<file path="config.mk">
export PLATFORM = sky130hd
export DESIGN_NAME = rock_motion_monitor
export DESIGN_NICKNAME = d
export VERILOG_FILES = /design/src/rtl/rock_pkg.sv /design/src/rtl/rock_zero_cross.sv /design/src/rtl/rock_motion_monitor.sv
export SDC_FILE = /design/constraint.sdc
export NUM_CORES = 1
export LEC_CHECK = 0
export ABC_AREA = 1
export BUFFER_PORTS_ARGS = -buffer_cell sky130_fd_sc_hd__buf_2
export CORE_UTILIZATION = 64
export CTS_CLUSTER_SIZE = 10
export DETAILED_ROUTE_END_ITERATION = 16
export GPL_ROUTABILITY_DRIVEN = 0
export PLACE_DENSITY = 0.91
export SLEW_MARGIN = 10
export SYNTH_ARGS = -nofsm -noshare
export SYNTH_HDL_FRONTEND = slang
export SYNTH_HIERARCHICAL = 1
export SYNTH_SLANG_ARGS = --single-unit
</file>
<file path="constraint.sdc">
create_clock -name clk -period 5.25 [get_ports clk]
set_clock_uncertainty 0.15 [all_clocks]
set_input_delay 1.05 -clock clk [delete_from_list [all_inputs] [get_ports clk]]
set_output_delay 1.05 -clock clk [all_outputs]
set_load 0.005 [all_outputs]
</file>
<file path="src/rtl/rock_pkg.sv">
// rtl/rock_pkg.sv - shared state enum, default widths and |sample| saturation helper
package rock_pkg;

    localparam int SW_DEF = 12;
    localparam int CW_DEF = 16;

    typedef enum logic [1:0] {
        ARM     = 2'd0,
        MEASURE = 2'd1,
        REPORT  = 2'd2,
        STALL   = 2'd3
    } rock_state_t;

    // Magnitude of a w-bit signed value; the most negative code saturates to 2**(w-1)-1
    function automatic logic [31:0] abs_sat(input logic signed [31:0] v, input int w);
        logic signed [31:0] lim;
        lim = 32'sd1 <<< (w - 1);
        if (v <= -lim) begin
            abs_sat = lim - 32'sd1;
        end else if (v < 0) begin
            abs_sat = -v;
        end else begin
            abs_sat = v;
        end
    endfunction

endpackage

</file>
<file path="src/rtl/rock_zero_cross.sv">
// rtl/rock_zero_cross.sv - rising zero-crossing detector (hysteresis with ZC_HYST_EN)
module rock_zero_cross
    import rock_pkg::*;
#(
    parameter int SW      = SW_DEF,
    parameter int ZC_HYST = 64
) (
    input  logic                 clk,
    input  logic                 reset,
    input  logic                 sample_valid,
    input  logic signed [SW-1:0] sample,
    output logic                 zc_pulse
);

    localparam logic signed [SW-1:0] HYST_P = SW'(ZC_HYST);
    localparam logic signed [SW-1:0] HYST_N = -HYST_P;

`ifdef ZC_HYST_EN
    logic low_seen;

    assign zc_pulse = sample_valid && low_seen && (sample >= HYST_P);

    // Remember that the swing went below -ZC_HYST since the last qualifying crossing
    always_ff @(posedge clk or negedge reset) begin
        if (!reset) begin
            low_seen <= 1'b0;
        end else if (sample_valid) begin
            if (sample <= HYST_N) begin
                low_seen <= 1'b1;
            end else if (zc_pulse) begin
                low_seen <= 1'b0;
            end
        end
    end
`else
    logic prev_neg;
    logic unused_cfg;

    assign zc_pulse   = sample_valid && prev_neg && !sample[SW-1];
    assign unused_cfg = ^{sample[SW-2:0], HYST_P, HYST_N};

    // Sign of the previous strobed sample
    always_ff @(posedge clk or negedge reset) begin
        if (!reset) begin
            prev_neg <= 1'b0;
        end else if (sample_valid) begin
            prev_neg <= sample[SW-1];
        end
    end
`endif

endmodule

</file>
<file path="src/rtl/rock_motion_monitor.sv">
// rtl/rock_motion_monitor.sv - rocking period/amplitude monitor emitting Alaag/Fhoog/Flaag; option macro ZC_HYST_EN
module rock_motion_monitor
    import rock_pkg::*;
#(
    parameter int SW        = SW_DEF,
    parameter int CW        = CW_DEF,
    parameter int PER_MIN   = 400,
    parameter int PER_MAX   = 600,
    parameter int AMP_MIN   = 512,
    parameter int PER_LIMIT = 2000,
    parameter int ZC_HYST   = 64
) (
    input  logic                 clk,
    input  logic                 reset,
    input  logic                 sample_valid,
    input  logic signed [SW-1:0] sample,
    output logic                 Alaag,
    output logic                 Fhoog,
    output logic                 Flaag,
    output logic                 meas_valid,
    output logic [CW-1:0]        period_out,
    output logic [SW-2:0]        amp_out
);

    localparam logic [CW-1:0] PER_MIN_C   = CW'(PER_MIN);
    localparam logic [CW-1:0] PER_MAX_C   = CW'(PER_MAX);
    localparam logic [CW-1:0] PER_LIMIT_C = CW'(PER_LIMIT);
    localparam logic [SW-2:0] AMP_MIN_C   = (SW-1)'(AMP_MIN);

    rock_state_t   state_q, state_d;
    logic [CW-1:0] cnt_q, cnt_d, base_cnt, inc_cnt;
    logic [SW-2:0] peak_q, peak_d, base_peak, inc_peak;
    logic [31:0]   abs_wide;
    logic [SW-2:0] sample_abs;
    logic          zc_pulse;
    logic          rep, stall;
    logic          unused_abs_hi;

    assign abs_wide      = abs_sat(32'(sample), SW);
    assign sample_abs    = abs_wide[SW-2:0];
    assign unused_abs_hi = ^abs_wide[31:SW-1];

    rock_zero_cross #(
        .SW      (SW),
        .ZC_HYST (ZC_HYST)
    ) u_zc (
        .clk          (clk),
        .reset        (reset),
        .sample_valid (sample_valid),
        .sample       (sample),
        .zc_pulse     (zc_pulse)
    );

    // Next state and measurement update; REPORT/STALL restart from empty counters and
    // treat a coincident strobe as the first strobe of the new period
    always_comb begin
        state_d   = state_q;
        cnt_d     = cnt_q;
        peak_d    = peak_q;
        rep       = 1'b0;
        stall     = 1'b0;
        base_cnt  = cnt_q;
        base_peak = peak_q;
        if (state_q == REPORT || state_q == STALL) begin
            base_cnt  = '0;
            base_peak = '0;
            cnt_d     = '0;
            peak_d    = '0;
            state_d   = MEASURE;
        end
        inc_cnt  = (base_cnt == '1) ? base_cnt : base_cnt + CW'(1);
        inc_peak = (sample_abs > base_peak) ? sample_abs : base_peak;
        case (state_q)
            ARM: begin
                if (zc_pulse) begin
                    state_d = MEASURE;
                    cnt_d   = '0;
                    peak_d  = '0;
                end
            end
            default: begin
                if (sample_valid) begin
                    cnt_d  = inc_cnt;
                    peak_d = inc_peak;
                    if (zc_pulse) begin
                        state_d = REPORT;
                        rep     = 1'b1;
                    end else if (inc_cnt >= PER_LIMIT_C) begin
                        state_d = STALL;
                        stall   = 1'b1;
                    end
                end
            end
        endcase
    end

    // State, period counter and peak tracker registers
    always_ff @(posedge clk or negedge reset) begin
        if (!reset) begin
            state_q <= ARM;
            cnt_q   <= '0;
            peak_q  <= '0;
        end else begin
            state_q <= state_d;
            cnt_q   <= cnt_d;
            peak_q  <= peak_d;
        end
    end

    // Result latch and single-cycle event pulses, loaded on the edge that enters REPORT/STALL
    always_ff @(posedge clk or negedge reset) begin
        if (!reset) begin
            meas_valid <= 1'b0;
            Alaag      <= 1'b0;
            Fhoog      <= 1'b0;
            Flaag      <= 1'b0;
            period_out <= '0;
            amp_out    <= '0;
        end else begin
            meas_valid <= 1'b0;
            Alaag      <= 1'b0;
            Fhoog      <= 1'b0;
            Flaag      <= 1'b0;
            if (rep) begin
                meas_valid <= 1'b1;
                period_out <= cnt_d;
                amp_out    <= peak_d;
                Fhoog      <= (cnt_d < PER_MIN_C);
                Flaag      <= (cnt_d > PER_MAX_C);
                Alaag      <= (peak_d < AMP_MIN_C);
            end else if (stall) begin
                meas_valid <= 1'b1;
                period_out <= PER_LIMIT_C;
                amp_out    <= peak_d;
                Flaag      <= 1'b1;
                Alaag      <= 1'b1;
            end
        end
    end

endmodule

</file>
======== Word-level counts from Yosys, hierarchy flattened ========
Cells that the tools add are included.
cells by class
  order comparisons ....................... 7
  reduce and logical (&&, ||, !) cells .... 6
  equality and inequality tests ........... 3
  muxes and demuxes ....................... 34
  add/subtract/negate cells ............... 2
operator list
  operator                                                                            count
  16-bit two-way mux                                                                  7
  11-bit two-way mux                                                                  9
  16-bit by 1-bit adder with 16-bit output (second input constant)                    1
  16-bit == test (second input constant)                                              1
  16-bit by 11-bit >= comparator with 1-bit output (second input constant)            1
  16-bit by 10-bit greater-than comparator with 1-bit output (second input constant)  1
  16-bit by 9-bit < comparator with 1-bit output (second input constant)              1
  12-bit less-or-equal comparator (second input constant)                             1
  12-bit by 1-bit < comparator with 1-bit output (second input constant)              1
  1-bit two-way mux                                                                   12
  2-bit two-way mux                                                                   6
  11-bit greater-than comparator                                                      1
  11-bit by 10-bit < comparator with 1-bit output (second input constant)             1
  11-bit negator                                                                      1
  2-bit == test (second input constant)                                               2
  1-bit logical AND                                                                   2
  2-bit zero test                                                                     1
  2-bit nonzero test                                                                  1
  1-bit zero test                                                                     1
  1-bit logical OR                                                                    1
word-level totals
  word-level logic and storage cells ...... 62
  output and inout bits ................... 31
  input port bits ......................... 15
  flip-flop bits (word level) ............. 61

======== Depth between registers and ports, before layout ========
Gate-level depths: netlist (run 1).
  depth after elaboration ................. 12
  mapped depth ............................ 23
  depth with buffers taken out ............ 22

======== Cells and area by module ========
Netlist (run 1), hierarchy kept.
by module, submodules not included
  module               cells each  area each (µm²)  sequential area each (µm²)  times used
  rock_motion_monitor  593         3980.1           1501.4                      1
  rock_zero_cross      7           47.5             25.0                        1

======== Worst setup path before layout (run 1) ========
OpenSTA, ideal clock, no wires.
  kind .................................... input to register
  start ................................... input port sample[0]
  end ..................................... register amp_out[1]
  required time ........................... 4.983 ns
  setup time .............................. 0.117 ns
  arrival time ............................ 3.460 ns
  stages .................................. 22
  path slack .............................. 1.523 ns
  buffers on the path ..................... 1
  cell sequence ........................... inv_1 ha_1 nand4_1 nor2_1 nand2_1 nor2_1 nand2_1 inv_1 nor2_1 inv_1 ha_1 nand2_1 inv_1 nand4_1 o2111ai_1 nand3_1 clkbuf_1 nand2_1 o211ai_1 nand2_1 nand2_1 nand2_1
between the ends
  word-level cells in the longest chain between the ends .. 9
  elaborated cells on any way between the ends .. 11
  classes of those cells .................. add/sub (1); order compare (3); mux (7)
ends and longest elaborated chain
  what                                                                              line                            text
  start: declaration                                                                rock_motion_monitor.sv:16       input logic signed [SW-1:0] sample,
  11-bit negator or 12-bit by 1-bit < comparator with 1-bit output (tied branches)  rock_pkg.sv:21, rock_pkg.sv:20
  11-bit two-way mux                                                                rock_pkg.sv:20                  end else if (v < 0) begin
  11-bit two-way mux *                                                              rock_pkg.sv:18                  if (v <= -lim) begin
  11-bit greater-than comparator                                                    rock_motion_monitor.sv:72       inc_peak = (sample_abs > base_peak) ? sample_abs : base_peak;
  11-bit two-way mux *                                                              rock_motion_monitor.sv:72
  11-bit two-way mux *                                                              rock_motion_monitor.sv:82       if (sample_valid) begin
  11-bit two-way mux *                                                              rock_motion_monitor.sv:73       case (state_q)
  net peak_d[1]                                                                     rock_motion_monitor.sv:32       logic [SW-2:0] peak_q, peak_d, base_peak, inc_peak;
  11-bit two-way mux                                                                rock_motion_monitor.sv:131      end else if (stall) begin
  11-bit two-way mux *                                                              rock_motion_monitor.sv:124      if (rep) begin
  end signal: assignment                                                            rock_motion_monitor.sv:127      amp_out <= peak_d;
  end signal: assignment                                                            rock_motion_monitor.sv:134      amp_out <= peak_d;
  end: declaration                                                                  rock_motion_monitor.sv:22       output logic [SW-2:0] amp_out
Mark *: on every way through the listed nets, which the timed path passes. The rest lies on a longest branch. The select of a mux whose other input is x is not followed.
A chain may end at the register's enable or synchronous reset.

======== Final worst setup path (run 1) ========
  start ................................... input port sample[0]
  end ..................................... register amp_out[2]
The elaborated chain is that of the path after synthesis.

==> results.toml, run 1 <==
[clock_network]
cts_buffers = 9
cts.clk_slew.worst_paths_ps = 70
cts_setup_buffers = 0
ctsHoldBuffers = 0
cts_resized = 0
root_buffer = "clkbuf_8"
cts_tree = "done"
cts.sinks = 61
htreeDepth = 3
clk_path_buf_depth = 2
insertion_delay_ps = 350

[setup_path]
cp_cell_sequence = "buf_2, inv_1, ha_1, nand4_1, nor2_1, nand2_1, nand2_1, xor2_1, inv_1, nor2_1, inv_1, ha_1, nand2_1, inv_1, nand4_1, o2111ai_1, nand3_1, nand2_1, nand2_1, o21ai_0, nand2_1, nand2_1"
endpoint_kind = "flop"
cp_top_family = "simple AND/OR/NAND/NOR gates"
path_max_fanout = 19
r2r-start = "state_q[1]"
critPathSlowestCell = "nand3_1"
worst_setup_path_start_kind = "input pin"
path_depth = 22
r2r_slack_ps = 1580
path_buf_inv = 5
slowest_delay_ps = 570
critical_path_class = "input pin to flop"
reg2reg_depth = 8
crit_top_cell = "nand2_1"
critPathArrivalTime_ps = 4330
cp.required_ps = 5390
r2r_end = "Fhoog"

[pwr]
clkPwrFrac = 0.184
vdd_ir_drop_max_uv = 372
seqPwrFrac = 0.344
p_int_uw = 1200
power.density_mw_per_mm2 = 505
p_sw_frac = 0.466
leakagePower_uw = 0.00246
netSwitchingPower_uw = 1040
total_power_uw = 2240
pwr-share-comb = 0.472

[die]
die-height_um = 81.3
die_x_um = 81.3
row_count = 28
io_pins = 46
core_mm2 = 0.00599
dieArea_mm2 = 0.00661
initial_core_util = 0.672

[timing]
max_freq_mhz = 239
tns_ps = 0
rsz0062_at_grt = "false"
hold_ws_ps = 353
tightest_slew_ps = 823
fin_crit_sh = 0.797
drv_slew = 0
fin_crit_ps = 4180
setup-violations-final = 0
slew_headroom = 0.449
hold_viol_final = 0

[worst_hold_path]
worstHoldEndpoint = "u_zc/prev_neg"
hp-class = "flop to flop"
whs_path_depth = 2
min_from = "u_zc/prev_neg"

[drt]
vias = 4180
drt_first_pass_iters = 6
drc = 0
ant_nets = 0
routed_wl_mm = 10.6
viasPerCell = 5.81
routedWlPerCell_um = 14.8
drt_first_iter_violations = 496

[synth]
ys_top_cells_by_area = "dfrtp_1 (38%), nand2_1 (19%), nand3_1 (8.2%)"
synth_fa_ha_area_frac = 0.0373
ys_ff_latch = 61
yosys.area.top_type = "dfrtp_1"
ys_seq_area_frac = 0.379
syn_avg_cell_area_um2 = 6.71
synth.area.mux_share = 0
yosys_warnings = 6
syn-num-nets = 627
synth-simple-area-share = 0.400
syn_inst = 600
synth.top_cell.area_share = 0.379
synth_xor_area_frac = 0.0239
synth_top_family_by_area = "simple AND/OR/NAND/NOR gates"
synth_compound_area_frac = 0.0715
synth_area_mm2 = 0.00403
synth_cell_types = 34

[global_routing]
grt.total_usage = 0.352
grt_pass1_vias = 3840
grt-ovfl-total = 0
grt_pass1_wl_mm = 17.5
antenna_found_initial = 0
grt_max_degree = 62

[finish]
syn2layout_area_growth_pct = 10.3
drive_above_1_share = 0.120
nFillCells = 436
final_cell_mix = "nand2_1 (200), nor2_1 (81), nand3_1 (66), dfrtp_1 (61), inv_1 (60)"
antenna_cells = 0
final_common_cell = "nand2_1"
final_nets = 666

[run]
cap_violations = 0

[place]
port_buffers = 45
post-dp-hpwl_mm = 7.49

[status]
outcome = "completed"
## sequential cells by signal, indices dropped and copies added (netlist names)
register and count:
state_q 2, amp_out 11, meas_valid 1, Flaag 1, cnt_q 16, Alaag 1
Fhoog 1, period_out 16, peak_q 11, u_zc/prev_neg 1
## power by group through the flow
stage / clock (uW) / combinational, uW / sequential [uW]
finish: 413 / 1060 / 771
global route: 432 / 1190 / 783
CTS: 415 / 1030 / 764
detailed placement: 0 / 1020 / 767
global placement: 0 / 974 / 760
floorplan: 0 / 757 / 748
## worst max-delay path by stage
stage | start | end
finish | sample[0] | amp_out[2]
floorplan | sample[0] | amp_out[1]
global placement | sample[0] | amp_out[1]
CTS | sample[0] | amp_out[2]
global route | sample[0] | amp_out[9]
detailed placement | sample[0] | amp_out[2]
## final cells by class
type / instances / area, um^2 / area share
Timing Repair Buffer: 48 / 248 / 0.0558
Inverter: 63 / 239 / 0.0538
Clock buffer: 10 / 128 / 0.0287
Tap cell: 75 / 93.8 / 0.0211
Multi-Input combinational cell: 456 / 2140 / 0.483
Sequential cell: 61 / 1530 / 0.344
Clock inverter: 6 / 63.8 / 0.0144
## cell usage after synthesis (all sizes together)
library cell and count:
a21boi 1, a22oi 1, nand3b 3, ha 12
o211ai 4, o21ai 17, nor3 3, or2 1
buf 10, clkbuf 10, a31oi 1, nor2 86
a21oi 25, o2111ai 1, nand4 16, o31ai 1
dfrtp 61, nand3 67, xor2 8, inv 63
nor4b 1, xnor2 3, o22ai 1, nand2 204
## cells by family (layout without fill, tap and decap cells)
family          count (synthesis)  count (layout)
compound gates                 52              52
xor+xnor                       11              11
fa+ha+maj                      12              12
buf+inv                        83             127
flops                          61              61
simple gates                  381             381
## worst min-delay path: stages, from the launching register on
cell and delay (ps):
dfrtp_1 350, nand2_1 50, nand2_1 60
## metrics by stage
step	utilization	cells	setup slack [ps]	cell area [um^2]
after global routing	0.741	719	773	4440
final	0.741	719	1070	4440
after floorplan	-	600	1520	4030
after detailed placement	0.709	703	837	4250
after global placement	0.709	703	1020	4250
after CTS	0.741	719	1200	4440
## per-layer routing
metal  vias to the layer above  track usage  routed length, um
met1                      1905        0.496               4650
met5                         -            0                  0
met3                        34       0.0652               1020
met2                       243        0.531               4640
li1                       1998            -                  -
met4                         0        0.148                304
(Power assumes the default switching activity.)
==> run 2: changes to the inputs <==
Settings changed: CORE_UTILIZATION 64 to 53, PLACE_DENSITY 0.91 to 0.81.
Clock period 5.25 ns to 3.5 ns, I/O delays scaled along.
==> run 2 against run 1 <==
Flip-flop and latch count unchanged. Cell count up 4.6%. Worst setup slack worse by 810 ps. Sequential share of layout area down 0.97 points. Utilization down 11 points. Register-to-register slack worse by 1300 ps. Hold slack worse by 120 ps. Count of clock-buffer cells in the layout unchanged. Die area up 20%.
==> results.toml, run 2 (synthesis results as in run 1) <==
[setup_path]
cp.required_ps = 3590
startpoint = "sample[0]"
critPathSlowestCell = "ha_1"
endpoint_kind = "flop"
critical_path_class = "input pin to flop"
crit_top_cell = "nand2_1"
path_max_fanout = 17
r2r_slack_ps = 310
cp_cell_sequence = "buf_2, inv_1, ha_1, nand4_1, nor2_1, nand2_1, nand2_1, xor2_1, inv_1, nor2_1, inv_1, ha_1, nand2_1, inv_1, nand4_1, o2111ai_2, nand3_2, buf_6, o211ai_1, nand2_1, nand2_1, nand2_1"
r2r_end = "Flaag"
critPathArrivalTime_ps = 3330
slowest_delay_ps = 280
endpoint = "amp_out[1]"
worst_setup_path_start_kind = "input pin"
reg2reg_depth = 12
r2r-start = "state_q[1]"

[place]
post-dp-hpwl_mm = 7.58
port_buffers = 45
placedInstanceArea_mm2 = 0.00435
place_ws_ps = -196

[clock_network]
cts_buffers = 9
insertion_delay_ps = 350
clk_path_buf_depth = 2
root_buffer = "clkbuf_8"
htreeDepth = 3
cts_tree = "done"
cts.sinks = 61
cts.clk_slew.worst_paths_ps = 70
cts_setup_buffers = 0

[global_routing]
grt-ovfl-total = 0
grt.total_usage = 0.284
grt_max_degree = 38
grt_pass1_wl_mm = 17.3
grt_pass1_vias = 3771
antenna_found_initial = 0

[timing]
tightest_slew_ps = 1090
fin_crit_ps = 3240
max_freq_mhz = 308
hold_viol_final = 0
slew_headroom = 0.273
drv_slew = 0
fin_crit_sh = 0.927
setup-violations-final = 0
fin_ws_ps = 256

[drt]
vias = 4086
ant_nets = 0
viasPerCell = 5.43
drc = 0
routedWlPerCell_um = 13.7
drt_first_pass_iters = 6
routed_wl_mm = 10.3
drt_first_iter_violations = 420

[die]
die-height_um = 89.2
core_mm2 = 0.00729
dieArea_mm2 = 0.00795
initial_core_util = 0.552
row_count = 31
die_x_um = 89.2
io_pins = 46

[finish]
fin_util = 0.627
syn2layout_area_growth_pct = 13.5
antenna_cells = 0
drive_above_1_share = 0.141
final_nets = 675
final_cell_mix = "nand2_1 (199), nor2_1 (81), nand3_1 (65), dfrtp_1 (61), inv_1 (60)"
finish.instance_area_mm2 = 0.00457
final_common_cell = "nand2_1"
largest_registers = "cnt_q (16), period_out (16)"

[worst_hold_path]
hp-class = "input pin to async pin"

[pwr]
vdd_ir_drop_max_uv = 510
leakagePower_uw = 0.00251
power.density_mw_per_mm2 = 742

[status]
outcome = "completed"

[run]
cap_violations = 0
-- run 2: cell count changes in the layout (fill, tap and decap cells not counted), sizes merged --
cell | before | now
buf | 48 | 57
-- run 2: report_power, final --
group | total (uW) | switching, uW | internal, uW
Combinational | 1630 | 1080 | 553
Sequential | 1140 | 184 | 959
Clock | 619 | 292 | 327
Total | 3390 | 1550 | 1840
-- run 2: metrics by stage --
stage	hold slack (ps)	cells	power (uW)	setup TNS, ps
floorplan	254	600	2260	0
global placement	304	736	2640	-101
detailed placement	315	736	2710	-1350
CTS	241	752	3330	0
global route	291	752	3660	-23.1
finish	233	752	3390	0
-- run 2: area by class of cell --
| cell class | instances | area (um^2) |
|---|---|---|
| timing repair buffer | 57 | 319 |
| fill | 673 | 2720 |
| clock buffer | 10 | 128 |
| multi-input combinational | 456 | 2170 |
| tap | 99 | 124 |
| inverter | 63 | 239 |
| clock inverter | 6 | 63.8 |
| sequential | 61 | 1530 |
-- run 2: how the worst min path moves through the flow --
stage / endpoint / slack [ps] / cells past startpoint
2_1_floorplan: Alaag / 250 / 0
3_3_place_gp: u_zc/prev_neg / 300 / 2
3_5_place_dp: u_zc/prev_neg / 320 / 2
4_1_cts: period_out[4] / 240 / 1
5_1_grt: amp_out[3] / 290 / 1
6_report: amp_out[3] / 230 / 1
-- run 2: routing by layer --
| layer | share of wire | GRT usage | wire length [um] |
|---|---|---|---|
| met1 | 0.46 | 0.407 | 4690 |
| met2 | 0.44 | 0.419 | 4530 |
| met3 | 0.083 | 0.0554 | 857 |
| met4 | 0.020 | 0.123 | 208 |
| met5 | 0 | 0 | 0 |
-- run 2: critical path, delay by kind of cell --
kind / cells / cell delay [ps]
simple gates: 11 / 1070
buf+inv: 6 / 550
fa+ha+maj: 2 / 470
compound gates: 2 / 360
xor+xnor: 1 / 150
-- run 2: what timing repair did --
item	CTS	global route
endpoints found under the hold margin	0	0
hold buffers	0	0
resized for setup	0	12
setup endpoints to repair	0	18
